<file path="config.mk">
export PLATFORM = sky130hd
export DESIGN_NAME = dma_dispatch_ctrl
export DESIGN_NICKNAME = d
export VERILOG_FILES = /design/src/rtl/dma_dispatch_ctrl.sv
export SDC_FILE = /design/constraint.sdc
export NUM_CORES = 1
export LEC_CHECK = 0
export CORE_AREA = 2 2 158 160
export DETAILED_ROUTE_END_ITERATION = 10
export DIE_AREA = 0 0 160 162
export GPL_ROUTABILITY_DRIVEN = 0
export PLACE_DENSITY_LB_ADDON = 0.15
export RECOVER_POWER = 100
export SLEW_MARGIN = 20
export SYNTH_ARGS = -nofsm -noshare
export SYNTH_HDL_FRONTEND = slang
export SYNTH_SLANG_ARGS = --single-unit
</file>
<file path="constraint.sdc">
create_clock -name clk -period 3.7 [get_ports clk]
set_clock_uncertainty 0.15 [all_clocks]
set_input_delay 0.74 -clock clk [delete_from_list [all_inputs] [get_ports clk]]
set_output_delay 0.74 -clock clk [all_outputs]
set_load 0.01 [all_outputs]
</file>
<file path="src/rtl/dma_dispatch_ctrl.sv">
// -----------------------------------------------------------------------------
// dma_dispatch_ctrl
//
// Dispatches DMA descriptors, one at a time, from the descriptor FIFO into the
// read-source and write-destination engines. A popped descriptor is captured
// into the eng_* registers and a single eng_start pulse launches both engines.
// The block then waits for both engines to report done (any order, including
// the same cycle) and pulses desc_done, or parks in ERROR on an engine error.
//
// Optional feature macro: DMA_DISPATCH_WATCHDOG_EN
//   Defined   : an ACTIVE-cycle watchdog raises err_code=3 when it reaches
//               csr_timeout-1 (csr_timeout==0 disables it).
//   Undefined : no watchdog; csr_timeout is ignored; err_code never reads 3.
//
// Descriptor handshake: desc_valid means the FIFO holds a descriptor whose
// fields are on desc_*; desc_ready is raised combinationally only in IDLE and
// only while csr_halt is low. A descriptor is consumed (FIFO popped) in the
// cycle where desc_valid && desc_ready; desc_ready never depends on anything
// but desc_valid, csr_halt and the current state.
//
// State is one-hot and exported on the state port for the CSR block:
//   IDLE=00001 LAUNCH=00010 ACTIVE=00100 COMPLETE=01000 ERROR=10000
// -----------------------------------------------------------------------------
module dma_dispatch_ctrl #(
    parameter int ADDR_W   = 64,
    parameter int LENGTH_W = 20,
    parameter int CNT_W    = 32,
    parameter int WDOG_W   = 24
) (
    input  logic                clk,
    input  logic                reset_n,

    // descriptor FIFO side
    input  logic                desc_valid,
    output logic                desc_ready,
    input  logic                desc_go,
    input  logic [1:0]          desc_mode,
    input  logic [ADDR_W-1:0]   desc_src,
    input  logic [ADDR_W-1:0]   desc_dst,
    input  logic [LENGTH_W-1:0] desc_length,

    // read/write engine side
    output logic                eng_start,
    output logic [1:0]          eng_mode,
    output logic [ADDR_W-1:0]   eng_src,
    output logic [ADDR_W-1:0]   eng_dst,
    output logic [LENGTH_W-1:0] eng_length,
    input  logic                rd_done,
    input  logic                wr_done,
    input  logic                rd_err,
    input  logic                wr_err,

    // CSR side
    input  logic                csr_halt,
    input  logic                csr_reset_dispatcher,
    input  logic [WDOG_W-1:0]   csr_timeout,
    output logic                busy,
    output logic                desc_done,
    output logic [CNT_W-1:0]    done_cnt,
    output logic [CNT_W-1:0]    skip_cnt,
    output logic                stopped_on_error,
    output logic [1:0]          err_code,
    output logic [4:0]          state
);

    typedef enum logic [4:0] {
        S_IDLE     = 5'b00001,
        S_LAUNCH   = 5'b00010,
        S_ACTIVE   = 5'b00100,
        S_COMPLETE = 5'b01000,
        S_ERROR    = 5'b10000
    } state_t;

    localparam logic [1:0] ERR_NONE    = 2'd0;
    localparam logic [1:0] ERR_READ    = 2'd1;
    localparam logic [1:0] ERR_WRITE   = 2'd2;
    localparam logic [1:0] ERR_TIMEOUT = 2'd3;

    state_t                state_q, state_d;
    logic                  rd_seen_q, rd_seen_d;
    logic                  wr_seen_q, wr_seen_d;
    logic [1:0]            err_code_q, err_code_d;
    logic [CNT_W-1:0]      done_cnt_q, done_cnt_d;
    logic [CNT_W-1:0]      skip_cnt_q, skip_cnt_d;
    logic [1:0]            eng_mode_q, eng_mode_d;
    logic [ADDR_W-1:0]     eng_src_q, eng_src_d;
    logic [ADDR_W-1:0]     eng_dst_q, eng_dst_d;
    logic [LENGTH_W-1:0]   eng_length_q, eng_length_d;

    logic                  timeout_hit;
    logic                  any_err;
    logic                  both_done;

    // An engine error pre-empts a completion seen in the same cycle.
    assign any_err   = rd_err | wr_err;
    // Done pulses landing in the current cycle count together with latched ones.
    assign both_done = (rd_seen_q | rd_done) & (wr_seen_q | wr_done);

`ifdef DMA_DISPATCH_WATCHDOG_EN
    logic [WDOG_W-1:0] wdog_q, wdog_d;

    // Watchdog next value: cleared at launch, counts ACTIVE cycles, saturates.
    always_comb begin
        wdog_d = wdog_q;
        if (state_q == S_LAUNCH) begin
            wdog_d = '0;
        end else if ((state_q == S_ACTIVE) && (wdog_q != '1)) begin
            wdog_d = wdog_q + WDOG_W'(1);
        end
    end

    // Watchdog counter register.
    always_ff @(posedge clk) begin
        if (!reset_n) begin
            wdog_q <= '0;
        end else begin
            wdog_q <= wdog_d;
        end
    end

    // Timeout fires on the ACTIVE cycle whose count equals csr_timeout-1.
    assign timeout_hit = (state_q == S_ACTIVE) && (csr_timeout != '0) &&
                         (wdog_q == (csr_timeout - WDOG_W'(1)));
`else
    // Without the watchdog the limit register has no consumer.
    logic wdog_unused;
    assign wdog_unused = ^csr_timeout;
    assign timeout_hit = 1'b0;
`endif

    // State and datapath registers; reset abandons any descriptor in flight.
    always_ff @(posedge clk) begin
        if (!reset_n) begin
            state_q      <= S_IDLE;
            rd_seen_q    <= 1'b0;
            wr_seen_q    <= 1'b0;
            err_code_q   <= ERR_NONE;
            done_cnt_q   <= '0;
            skip_cnt_q   <= '0;
            eng_mode_q   <= '0;
            eng_src_q    <= '0;
            eng_dst_q    <= '0;
            eng_length_q <= '0;
        end else begin
            state_q      <= state_d;
            rd_seen_q    <= rd_seen_d;
            wr_seen_q    <= wr_seen_d;
            err_code_q   <= err_code_d;
            done_cnt_q   <= done_cnt_d;
            skip_cnt_q   <= skip_cnt_d;
            eng_mode_q   <= eng_mode_d;
            eng_src_q    <= eng_src_d;
            eng_dst_q    <= eng_dst_d;
            eng_length_q <= eng_length_d;
        end
    end

    // Next-state, datapath next values and per-state pulse outputs.
    always_comb begin
        state_d      = state_q;
        rd_seen_d    = rd_seen_q;
        wr_seen_d    = wr_seen_q;
        err_code_d   = err_code_q;
        done_cnt_d   = done_cnt_q;
        skip_cnt_d   = skip_cnt_q;
        eng_mode_d   = eng_mode_q;
        eng_src_d    = eng_src_q;
        eng_dst_d    = eng_dst_q;
        eng_length_d = eng_length_q;
        desc_ready   = 1'b0;
        eng_start    = 1'b0;
        desc_done    = 1'b0;

        case (state_q)
            S_IDLE: begin
                desc_ready = desc_valid & ~csr_halt;
                if (desc_valid && !csr_halt) begin
                    if (desc_go && (desc_length != '0)) begin
                        eng_mode_d   = desc_mode;
                        eng_src_d    = desc_src;
                        eng_dst_d    = desc_dst;
                        eng_length_d = desc_length;
                        state_d      = S_LAUNCH;
                    end else begin
                        // Popped but not executed: count it and stay idle.
                        skip_cnt_d = skip_cnt_q + CNT_W'(1);
                    end
                end
            end

            S_LAUNCH: begin
                eng_start = 1'b1;
                // Fresh seen flags, but keep a done that races the start pulse.
                rd_seen_d = rd_done;
                wr_seen_d = wr_done;
                if (any_err) begin
                    err_code_d = rd_err ? ERR_READ : ERR_WRITE;
                    state_d    = S_ERROR;
                end else begin
                    state_d = S_ACTIVE;
                end
            end

            S_ACTIVE: begin
                rd_seen_d = rd_seen_q | rd_done;
                wr_seen_d = wr_seen_q | wr_done;
                if (any_err) begin
                    err_code_d = rd_err ? ERR_READ : ERR_WRITE;
                    state_d    = S_ERROR;
                end else if (both_done) begin
                    state_d = S_COMPLETE;
                end else if (timeout_hit) begin
                    err_code_d = ERR_TIMEOUT;
                    state_d    = S_ERROR;
                end
            end

            S_COMPLETE: begin
                desc_done  = 1'b1;
                done_cnt_d = done_cnt_q + CNT_W'(1);
                state_d    = S_IDLE;
            end

            S_ERROR: begin
                // Parked until software acknowledges; counters survive.
                if (csr_reset_dispatcher) begin
                    err_code_d = ERR_NONE;
                    rd_seen_d  = 1'b0;
                    wr_seen_d  = 1'b0;
                    state_d    = S_IDLE;
                end
            end

            default: begin
                state_d = S_IDLE;
            end
        endcase
    end

    assign eng_mode         = eng_mode_q;
    assign eng_src          = eng_src_q;
    assign eng_dst          = eng_dst_q;
    assign eng_length       = eng_length_q;
    assign busy             = (state_q != S_IDLE);
    assign stopped_on_error = (state_q == S_ERROR);
    assign done_cnt         = done_cnt_q;
    assign skip_cnt         = skip_cnt_q;
    assign err_code         = err_code_q;
    assign state            = state_q;

endmodule

</file>
# --- Word-level counts from Yosys, hierarchy flattened ---
# Cells that the tools add are included.
word_totals:
  out_inout_bits: 226
  register_bits: 223
  elab_cells: 59
  input_bits: 184
op_classes:
  eq_ne: 11
  reduce_logical: 12
  n_addsub: 2
  bitwise_logic: 7
  muxes: 17
ops:
  columns: ["op", "count"]
  rows:
  - ["$add A32 B1 Y32 const B", 2]
  - ["$mux W5", 6]
  - ["$pmux W5 S4", 1]
  - ["$reduce_bool A20 Y1", 1]
  - ["$reduce_and A3 Y1", 3]
  - ["$mux W2", 3]
  - ["$ne A2 B2 Y1 const B", 3]
  - ["$pmux W1 S3", 2]
  - ["$eq A5 B1 Y1 const B", 1]
  - ["$eq A5 B2 Y1 const B", 1]
  - ["$eq A5 B3 Y1 const B", 1]
  - ["$eq A5 B4 Y1 const B", 1]
  - ["$eq A5 B5 Y1 const B", 1]
  - ["$ne A5 B1 Y1 const B", 1]
  - ["$mux W1", 4]
  - ["$pmux W2 S2", 1]
  - ["$reduce_and A4 Y1", 1]
  - ["$ne A3 B3 Y1 const B", 1]
  - ["$or A1 B1 Y1", 3]
  - ["$reduce_bool A3 Y1", 1]
  - ["$and A1 B1 Y1", 2]
  - ["$logic_and A1 B1 Y1", 2]
  - ["$ne A2 B1 Y1 const B", 1]
  - ["$not A1 Y1", 2]
  - ["4 further kinds", 4]

# --- Logic depth before layout (Yosys ltp) ---
# Gate-level depths: netlist of the first run.
logic_depth:
  word_depth: 5
  mapped_depth: 8
  depth_no_buf: 6

# --- Worst setup path after synthesis of the first run ---
# OpenSTA, ideal clock, no wires.
synth_path:
  path_type: "input to register"
  from: "input desc_length[14]"
  to: "register skip_cnt_q[22] (netlist: skip_cnt[22])"
  path_slack_ns: 1.141
  cell_stages: 4
  t_required_ns: 3.435
  setup_ns: 0.115
  path_buffers: 0
  arrival_time_ns: 2.295
  path_cell_list: "or4_1 -> o41a_1 -> o31a_1 -> o21a_1"
synth_via:
  elab_chain_len: 4
synth_lines:
  columns: ["item", "line", "rtl"]
  rows:
  - ["start, declared", "40", "input logic [LENGTH_W-1:0] desc_length,"]
  - ["$reduce_bool A20 Y1", "178", "if (desc_go && (desc_length != '0)) begin"]
  - ["$logic_and A1 B1 Y1", "178", null]
  - ["$not A1 Y1 (no source line)", null, null]
  - ["$reduce_and A3 Y1 (no source line)", null, null]
  - ["end signal, assigned", "150", "skip_cnt_q <= skip_cnt_d;"]
  - ["end, declared", "84", "logic [CNT_W-1:0] skip_cnt_q, skip_cnt_d;"]
# No other way between the ends.
# A chain may end at the register's enable or synchronous reset.

# --- Worst setup path after layout of the first run ---
layout_path:
  from: "register state_q[1] (netlist: state[1])"
  to: "output stopped_on_error"
layout_via:
  elab_chain_len: 1
layout_lines:
  columns: ["item", "line", "rtl"]
  rows:
  - ["start, declared", "79", "state_t state_q, state_d;"]
  - ["start signal, assigned", "145", "state_q <= state_d;"]
  - ["$eq A5 B5 Y1", "245", "assign stopped_on_error = (state_q == S_ERROR);"]
  - ["end, declared", "61", "output logic stopped_on_error,"]
# No other way between the ends.

==> summary.md, run 1 <==
| Metric | Value |
|---|---|
| Switching Share | 0.223 |
| Antenna violations before repair | 1 |
| Reg2Reg Depth | 5 |
| Number of global-route vias before repair | 8138 |
| CP arrival | 2570 ps |
| Worst path required time | roughly 2800 ps |
| Flops & latches, synth | between 200 and 250 |
| Initial core utilization | 0.373 |
| Crit path kind | flip-flop to output pin |
| Async set-or-reset flop fraction in the synthesized netlist | 0 |
| # clock sinks | 223 |
| 1st-iter DRT viols | roughly 650 |
| Syn_area_per_cell | 8.35 µm² |
| Area occupied by multi-input gates | 4130 µm² |
| CTS buffer count | 26 |
| Syn_nets | 1263 |
| Syn. warnings | 0 |
| Hold-fix buffers, CTS | 0 |
| CP Launch Type | flip-flop |
| Filler Cells Inserted | 2211 |
| Final nets | 1604 |
| Row count | 57 |
| Clock power share | 0.475 |
| Placed cell area | 13100 µm² |
| RSZ-0062 raised after global routing | false |
| Worst-path clk slew | 60 ps |
| HPWL Detailed | ~20000 µm |
| Max-Cap Viols | 1 |
| Tcrit/Tclk final | 0.935 |
| Antenna-violating nets left | 0 |
| EDFF count, synth | 0 |
| Post-Syn Instances | roughly 1100 |
| Max Fclk | around 290 MHz |
| Violated checks | capacitance limit, slew limit |
| Main flop type after synthesis | dfxtp_1 |
| Max-slew violations | slightly below 50 |
| GR Overflow Total | 0 |
| Hold Path Depth | 2 |
| Via count | 8927 |
| Die Wd | about 160 µm |
| Critical Path End Type | output pin |
| Area Overhead vs Synth | 54.5% |
| CTS tree | yes |
| Final setup TNS | 0 ps |
| HP Class | flip-flop to flip-flop |
| Htree depth | 1 |
| First-pass GRT wire length | around 44000 µm |
| Power Density | 410 nW/µm² |
| Cell internal pwr | 4.42 mW |
| Ports | 410 |
| Setup repair bufs after CTS | 0 |
| Port Buffers | 385 |
| Final wirelength | 28200 µm |
| Distinct cells, synth | 48 |
| WL/cell | 16.0 µm |
| Vias per cell | around 5 |
| Reg-to-reg startpoint | state[1]$_SDFFE_PN0P_ |
| Max FO, Critical Path | 8 |
| Outcome | complete, but fails checks |
| Area share of the largest cell type after synthesis | 0.496 |
| Hold Fails Final Rpt | 0 |
| Hold_sp | eng_src[44]$_SDFFE_PN0P_ |
| Post-synth top area cell | dfxtp_1 |
| Slew @ Worst Pin | 1580 ps |
| Synth top area cells | dfxtp_1 50%, nand3_1 8.7%, nand2_1 6.5% |
| Mapped Area | between 8000 and 9000 µm² |
| FF+latch area | roughly 4500 µm² |
| FF-to-FF End | eng_src[43]$_SDFFE_PN0P_ |
| Sequential fraction of the synthesis area | 0.496 |
| Synth cell count leaders | 223 x dfxtp_1, 156 x nand3_1, 155 x nand2_1 |
| Resized Gates After CTS | 0 |
| Critical Path Max Stage Delay | 720 ps |
| Slowest CP cell | dlygate4sd3_1 |
| Router iterations before antenna repair | 5 |
| Final Cell Area | 13900 µm² |
| R2R setup slack | 460 ps |
| Minimum clock period | 3460 ps |
| Final setup vio count | 0 |
| NetSw | between 1 and 1.5 mW |
| Die ar. | between 20000 and 30000 µm² |
| Power share of the combinational group | 0.087 |
| Hold endpoint | eng_src[44]$_SDFFE_PN0P_ |
| CTS root buffer | clkbuf_16 |
| Die H | 162 µm |
| Clk Latency, worst-skew pair | 520 ps |
| Critical path cell sequence | or3_4 > nor3b_1 > dlygate4sd3_1 |
| Worst slew margin | -0.0513 |
| Sequential Power Share | 0.437 |
| Core area | roughly 24000 µm² |
| Count leader, synth | dfxtp_1 |
| GRT Resource Usage Total | 0.207 |
| Post-route DRC | 0 |
| Max Root-Sink Buffers | 3 |
| Largest net degree at the start of global routing | between 200 and 250 |
| Worst VDD drop | 0.264 mV |
| Pleak | 5.39 nW |
| Fraction of layout cells with a size suffix above 1 | 0.0403 |
==> metal layers <==
metal	wire length, µm	part of all wire	global-route usage	vias to the layer above
met5	0	0	0	-
met4	855	0.030	0.0672	0
met3	2630	0.093	0.0700	53
met2	13400	0.47	0.346	291
met1	11400	0.40	0.251	4083
li1	-	-	-	4500
==> per-stage QoR <==
step                      utilization  power [mW]  setup slack (ps)  std cells  hold WS, ps
after floorplan                     -        2.74              1140       1077          316
after global placement          0.542        3.07               353       1714          284
final                           0.576        5.69               242       1763          298
after detailed placement        0.542        3.08               318       1714          290
after CTS                       0.579        5.80               241       1762          298
after global routing            0.576        5.92               108       1763          314
==> cells in the final DEF (no fill, tap or decap), types with 26 or more instances in the layout <==
| cell | synthesis | layout |
|---|---|---|
| dfxtp_1 | 223 | 223 |
| clkbuf_16 | 0 | 27 |
| a21oi_1 | 32 | 32 |
| nand2_1 | 155 | 155 |
| mux2i_1 | 26 | 26 |
| nor2_1 | 61 | 61 |
| o21ai_0 | 66 | 134 |
| clkdlybuf4s50_1 | 0 | 158 |
| dlygate4sd3_1 | 0 | 226 |
| nand3_1 | 156 | 156 |
==> sequential cells by signal, summed over array words and instances (netlist names), 2 cells and up <==
name / flops
skip_cnt: 32
state: 5
eng_length: 20
err_code: 2
eng_mode: 2
done_cnt: 32
eng_dst: 64
eng_src: 64
==> critical path, delay by kind of cell, from the launching register on <==
family	cells	cell delay (ps)
simple gates	2	950
buf+inv	1	720
flops	1	380
==> power groups by stage <==
stage          registers [mW]  clock network [mW]  logic (mW)
6_report                 2.49                2.71       0.497
5_1_grt                  2.50                2.89       0.540
4_1_cts                  2.49                2.77       0.538
3_5_place_dp             2.54                   0       0.535
3_3_place_gp             2.54                   0       0.531
2_1_floorplan            2.57                   0       0.165
==> area by class of cell <==
type                    instances  area share
diodes                          1    0.000180
clock buffers                  38      0.0545
clock inverters                10      0.0112
inverters                      10     0.00270
multi-input cells             758       0.297
flip-flops and latches        223       0.321
well taps                     324      0.0292
repair buffers                399       0.284
==> worst max path at each step <==
stage / cells after the start / from / endpoint / slack [ps]
global placement: 7 / csr_halt / eng_length[5]$_SDFFE_PN0P_ / 350
CTS: 3 / state[2]$_SDFFE_PN0P_ / stopped_on_error / 240
finish: 3 / state[1]$_SDFFE_PN0P_ / stopped_on_error / 240
detailed placement: 7 / csr_halt / eng_length[1]$_SDFFE_PN0P_ / 320
global route: 3 / state[2]$_SDFFE_PN0P_ / stopped_on_error / 110
floorplan: 4 / desc_length[14] / skip_cnt[22]$_SDFFE_PN0P_ / 1140
==> logic make-up after synthesis <==
logic type	Yosys count	share of synthesized area
simple gates	493	0.273
buf+inv	96	0.0444
compound gates	210	0.129
fa+ha+maj	2	0.00278
xor+xnor	27	0.0263
mux	26	0.0289
flops	223	0.496
No activity file was read; power rests on OpenSTA's default activity.
==> inputs of run 2 (changes only) <==
Settings changed: CELL_PAD_IN_SITES_DETAIL_PLACEMENT set to 0, CELL_PAD_IN_SITES_GLOBAL_PLACEMENT set to 1, CORE_AREA 2 2 158 160 to unset, CORE_MARGIN set to 5, CORE_UTILIZATION set to 32, DIE_AREA 0 0 160 162 to unset.
==> run 2 against run 1 <==
Compared with the run above:
- the flow still finishes with violations (capacitance limit, slew limit)
- total power grew 0.17%
- worst setup slack lost 44 ps
- fmax shrank 1.3%
- hold slack is essentially flat
- die area grew 22%
- sequential share of layout area fell by 0.18 points
- via count shrank 0.76%
==> summary.md, run 2 (same netlist as run 1, synthesis figures left out) <==
| Metric | Value |
|---|---|
| RSZ-0062 raised after global routing | false |
| Hold-fix buffers, CTS | 0 |
| Commonest non-fill, non-tap cell in the layout | dlygate4sd3_1 |
| Largest net degree at the start of global routing | around 180 |
| Critical path cell sequence | or3_4 > nor3b_1 > dlygate4sd3_1 |
| CP Launch Type | flip-flop |
| CP arrival | 2610 ps |
| Die Wd | 178 µm |
| Slowest CP cell | dlygate4sd3_1 |
| Final setup TNS | 0 ps |
| Final setup vio count | 0 |
| Power Density | between 400 and 500 nW/µm² |
| Hold Fails Final Rpt | 0 |
| GR Overflow Total | 0 |
| CTS buffer count | 27 |
| Die ar. | 31600 µm² |
| Pre-CTS setup slack | 295 ps |
| Resized Gates After CTS | 0 |
| Vias per cell | 4.88 |
| CTS tree | yes |
| CTS root buffer | clkbuf_16 |
| GRT Resource Usage Total | 0.184 |
| Outcome | complete, but fails checks |
| First-pass GRT wire length | 46800 µm |
| Ports | 410 |
| Final Total Pwr | 5.70 mW |
| Final nets | roughly 1600 |
| Htree depth | 1 |
| Critical Path End Type | output pin |
| Antenna-violating nets left | 0 |
| Slew @ Worst Pin | about 1900 ps |
| Max Root-Sink Buffers | 3 |
| Number of global-route vias before repair | 8272 |
| Max FO, Critical Path | 8 |
| Minimum clock period | about 3500 ps |
| Router iterations before antenna repair | 5 |
| WL/cell | 17.0 µm |
| Clk Latency, worst-skew pair | roughly 520 ps |
| HPWL Detailed | ~22000 µm |
| Crit path kind | flip-flop to output pin |
| Max Fclk | 286 MHz |
| Pleak | roughly 5.4 nW |
| Utilization after layout | 0.503 |
| Fraction of layout cells with a size suffix above 1 | 0.0417 |
| Max-slew violations | 38 |
| Tcrit/Tclk final | 0.946 |
| # clock sinks | ~220 |
| Initial core utilization | 0.324 |
| Post-route DRC | 0 |
| Final wirelength | just over 30000 µm |
| Row count | 61 |
| Worst VDD drop | 0.273 mV |
| Core area | 27800 µm² |
| Antenna violations before repair | 4 |
| Worst-path clk slew | 60 ps |
| HP Class | flip-flop to flip-flop |
| 1st-iter DRT viols | 466 |
| Critical Path Max Stage Delay | between 700 and 800 ps |
| Area Overhead vs Synth | 55.3% |
| Worst slew margin | -0.240 |
| Min Hold Slack | 297 ps |
| Max-Cap Viols | 1 |
| Worst path required time | 2810 ps |
| Most frequent cells in the layout | 225 x dlygate4sd3_1, 223 x dfxtp_1, 159 x clkdlybuf4s50_1 |
| Port Buffers | around 390 |
| Via count | 8859 |
| Violated checks | capacitance limit, slew limit |
| Setup repair bufs after CTS | 0 |
| PnR worst setup slack | about 200 ps |
| Die H | 178 µm |
==> run 2: cell types whose count changed in the layout (fill, tap and decap cells not counted), moves of 2 or more <==
cell      before  now
clkinv_2       4    6
clkbuf_1      13   10
clkbuf_4       4    1
buf_6          0    4
clkbuf_8       4    2
==> run 2: final timing paths <==
kind | startpoint | to | slack, ps | depth (start not counted)
setup / recovery | state[1]$_SDFFE_PN0P_ | stopped_on_error | 200 | 3
hold / removal | eng_dst[39]$_SDFFE_PN0P_ | eng_dst[39]$_SDFFE_PN0P_ | 300 | 2
hold reg to reg | eng_dst[39]$_SDFFE_PN0P_ | eng_dst[39]$_SDFFE_PN0P_ | 300 | 2
setup reg to reg | state[1]$_SDFFE_PN0P_ | eng_src[29]$_SDFFE_PN0P_ | 420 | 6
==> run 2: per-stage QoR <==
| step | cell area [µm²] | cells |
|---|---|---|
| 2_1_floorplan | 8990 | 1077 |
| 3_3_place_gp | 13100 | 1767 |
| 3_5_place_dp | 13100 | 1767 |
| 4_1_cts | 14000 | 1816 |
| 5_1_grt | 14000 | 1817 |
| 6_report | 14000 | 1817 |
==> run 2: routing by layer <==
| layer | routed length, µm | global-route usage | up-vias |
|---|---|---|---|
| met2 | 15200 | 0.314 | 256 |
| met5 | 41 | 0 | - |
| met1 | 12100 | 0.217 | 4066 |
| met3 | 2980 | 0.0722 | 46 |
| li1 | - | - | 4485 |
| met4 | 654 | 0.0464 | 6 |
==> run 2: report_power, final <==
group	switching (mW)	internal [mW]	total [mW]	leakage, nW
logic	0.235	0.269	0.504	3.15
clock network	1.05	1.66	2.71	0.439
registers	0.0300	2.46	2.49	1.81
==> run 2: layout make-up <==
| class | instances | area, µm² |
|---|---|---|
| Fill cell | 2695 | 13800 |
| Sequential cell | 223 | 4460 |
| Multi-Input combinational cell | 758 | 4130 |
| Timing Repair Buffer | 398 | 3960 |
| Clock buffer | 35 | 726 |
| Tap cell | 378 | 473 |
| Clock inverter | 14 | 181 |
| Inverter | 10 | 37.5 |
| Antenna cell | 1 | 2.50 |
==> run 2: worst max-delay path: cells and delay by family (launching register included) <==
family | cells | cell delay [ps]
DFF | 1 | 390
buffers and inverters | 1 | 740
and+or+nand+nor | 2 | 970
==> inputs of run 3 (changes only) <==
Settings changed: SLEW_MARGIN 20 to 40.
==> run 3 against run 2 <==
Compared with the run above:
- total power fell by 2.9%
- register-to-register slack improved by 100 ps
- sequential power barely moved
- final area fell by 0.30%
- critical path depth did not move
- non-clock buffer count rose by 1
- cell count barely moved
- wire length rose by 0.48%
- hold slack got worse by 0.95 ps
- sequential share of layout area rose by 0.098 points
- via count rose by 0.12%
- utilization fell by 0.15 points
- the flow still finishes with violations (capacitance limit, slew limit)
==> summary.md, run 3 (same netlist as run 1, synthesis figures left out) <==
| Metric | Value |
|---|---|
| Final nets | 1606 |
| Post-route DRC | 0 |
| Die H | 178 µm |
| Max Root-Sink Buffers | 3 |
| Initial core utilization | 0.324 |
| Worst slew margin | -0.235 |
| Cell count after placement | 1768 |
| Hold Fails Final Rpt | 0 |
| # clock sinks | about 220 |
| CTS root buffer | clkbuf_16 |
| Worst VDD drop | 0.252 mV |
| Critical Path Max Stage Delay | roughly 690 ps |
| Tcrit/Tclk final | 0.913 |
| Most frequent cells in the layout | 226 x dlygate4sd3_1, 223 x dfxtp_1, 158 x clkdlybuf4s50_1 |
| Via count | 8870 |
| Hold-fix buffers, CTS | 0 |
| HPWL Detailed | approximately 22000 µm |
| Max FO, Critical Path | 8 |
| Final non-filler cell total | 1816 |
| Worst path required time | 2810 ps |
| GRT Resource Usage Total | 0.187 |
| Pre-CTS setup slack | just over 300 ps |
| Top cell family by delay on the critical path | simple AND/OR/NAND/NOR gates |
| Area Overhead vs Synth | 54.9% |
| Outcome | complete, but fails checks |
| Final setup TNS | 0 ps |
| 1st-iter DRT viols | 457 |
| Pleak | 5.38 nW |
| Largest net degree at the start of global routing | 181 |
| Filler Cells Inserted | 2699 |
| Router iterations before antenna repair | 7 |
| Clk Latency, worst-skew pair | 530 ps |
| Core area | 27800 µm² |
| HP Class | flip-flop to flip-flop |
| Row count | 61 |
| Die Wd | 178 µm |
| Max-slew violations | 38 |
| Max Fclk | 296 MHz |
| PnR worst setup slack | 321 ps |
| GR Overflow Total | 0 |
| Min Hold Slack | 296 ps |
| Htree depth | 1 |
| Final wirelength | 31000 µm |
| CP arrival | 2490 ps |
| Max-Cap Viols | 1 |
| CTS tree | yes |
| Antenna-violating nets left | 0 |
| Fraction of layout cells with a size suffix above 1 | 0.0383 |
| CP Launch Type | flip-flop |
| CTS buffer count | 28 |
| Die ar. | 31600 µm² |
| WL/cell | between 15 and 20 µm |
| Critical Path End Type | output pin |
| Power Density | 398 nW/µm² |
| Minimum clock period | 3380 ps |
| Number of global-route vias before repair | around 8400 |
| Final setup vio count | 0 |
| Port Buffers | 385 |
| Antenna violations before repair | 4 |
| Slew @ Worst Pin | 1850 ps |
| First-pass GRT wire length | 47600 µm |
| Slowest CP cell | dlygate4sd3_1 |
| Violated checks | capacitance limit, slew limit |
| Commonest non-fill, non-tap cell in the layout | dlygate4sd3_1 |
| RSZ-0062 raised after global routing | false |
| Critical path cell sequence | or3_1 > nor3b_2 > dlygate4sd3_1 |
| Ports | 410 |
| WP buf/inv | 1 |
| Crit path kind | flip-flop to output pin |
| Worst-path clk slew | 50 ps |
| Resized Gates After CTS | 0 |
| Vias per cell | 4.88 |
| Setup repair bufs after CTS | 0 |
## run 3: cell types whose count changed in the layout (fill, tap and decap cells not counted), moves of 3 or more
cell / change
clkinv_2: -6
bufinv_16: -4
clkbuf_1: +4
clkbuf_8: +4
buf_6: -3
## run 3: metal layers
metal / track usage / share of wire / vias up
li1: - / - / 4487
met1: 0.222 / 0.40 / 4083
met2: 0.320 / 0.49 / 248
met3: 0.0729 / 0.092 / 46
met4: 0.0464 / 0.020 / 6
met5: 0 / 0.0013 / -
## run 3: worst register-to-register path, stage by stage, from the launching register on
cell	delay, ps
dfxtp_1	390
or3_1	500
nor3_4	360
o211a_4	520
buf_2	770
mux2i_1	280
nor2_1	60
## run 3: final cells by class
| type | instances | area (µm²) | area share |
|---|---|---|---|
| sequential | 223 | 4460 | 0.321 |
| multi-input combinational | 758 | 4140 | 0.297 |
| timing repair buffer | 399 | 3960 | 0.284 |
| clock buffer | 45 | 846 | 0.0607 |
| tap | 378 | 473 | 0.0340 |
| inverter | 10 | 37.5 | 0.00270 |
| clock inverter | 1 | 7.51 | 0.000539 |
| antenna | 2 | 5.00 | 0.000359 |
## run 3: worst paths after layout
kind	startpoint	end	slack, ps	depth (start not counted)
min reg2reg	eng_dst[53]$_SDFFE_PN0P_	eng_dst[53]$_SDFFE_PN0P_	300	2
min	eng_dst[53]$_SDFFE_PN0P_	eng_dst[53]$_SDFFE_PN0P_	300	2
max	state[1]$_SDFFE_PN0P_	stopped_on_error	320	3
max reg2reg	state[1]$_SDFFE_PN0P_	eng_length[18]$_SDFFE_PN0P_	520	6
## run 3: stage by stage
step	area, µm²	util	power, mW
final	13900	0.501	5.54
after global routing	13900	0.501	5.79
after CTS	14000	0.504	5.68
after detailed placement	13100	0.473	3.09
after global placement	13100	0.473	3.08
after floorplan	8990	-	2.74
## run 3: where the power goes
| part | internal, mW | leakage, nW | switching, mW |
|---|---|---|---|
| logic | 0.268 | 3.16 | 0.236 |
| registers | 2.46 | 1.81 | 0.0303 |
| clock network | 1.54 | 0.412 | 1.00 |
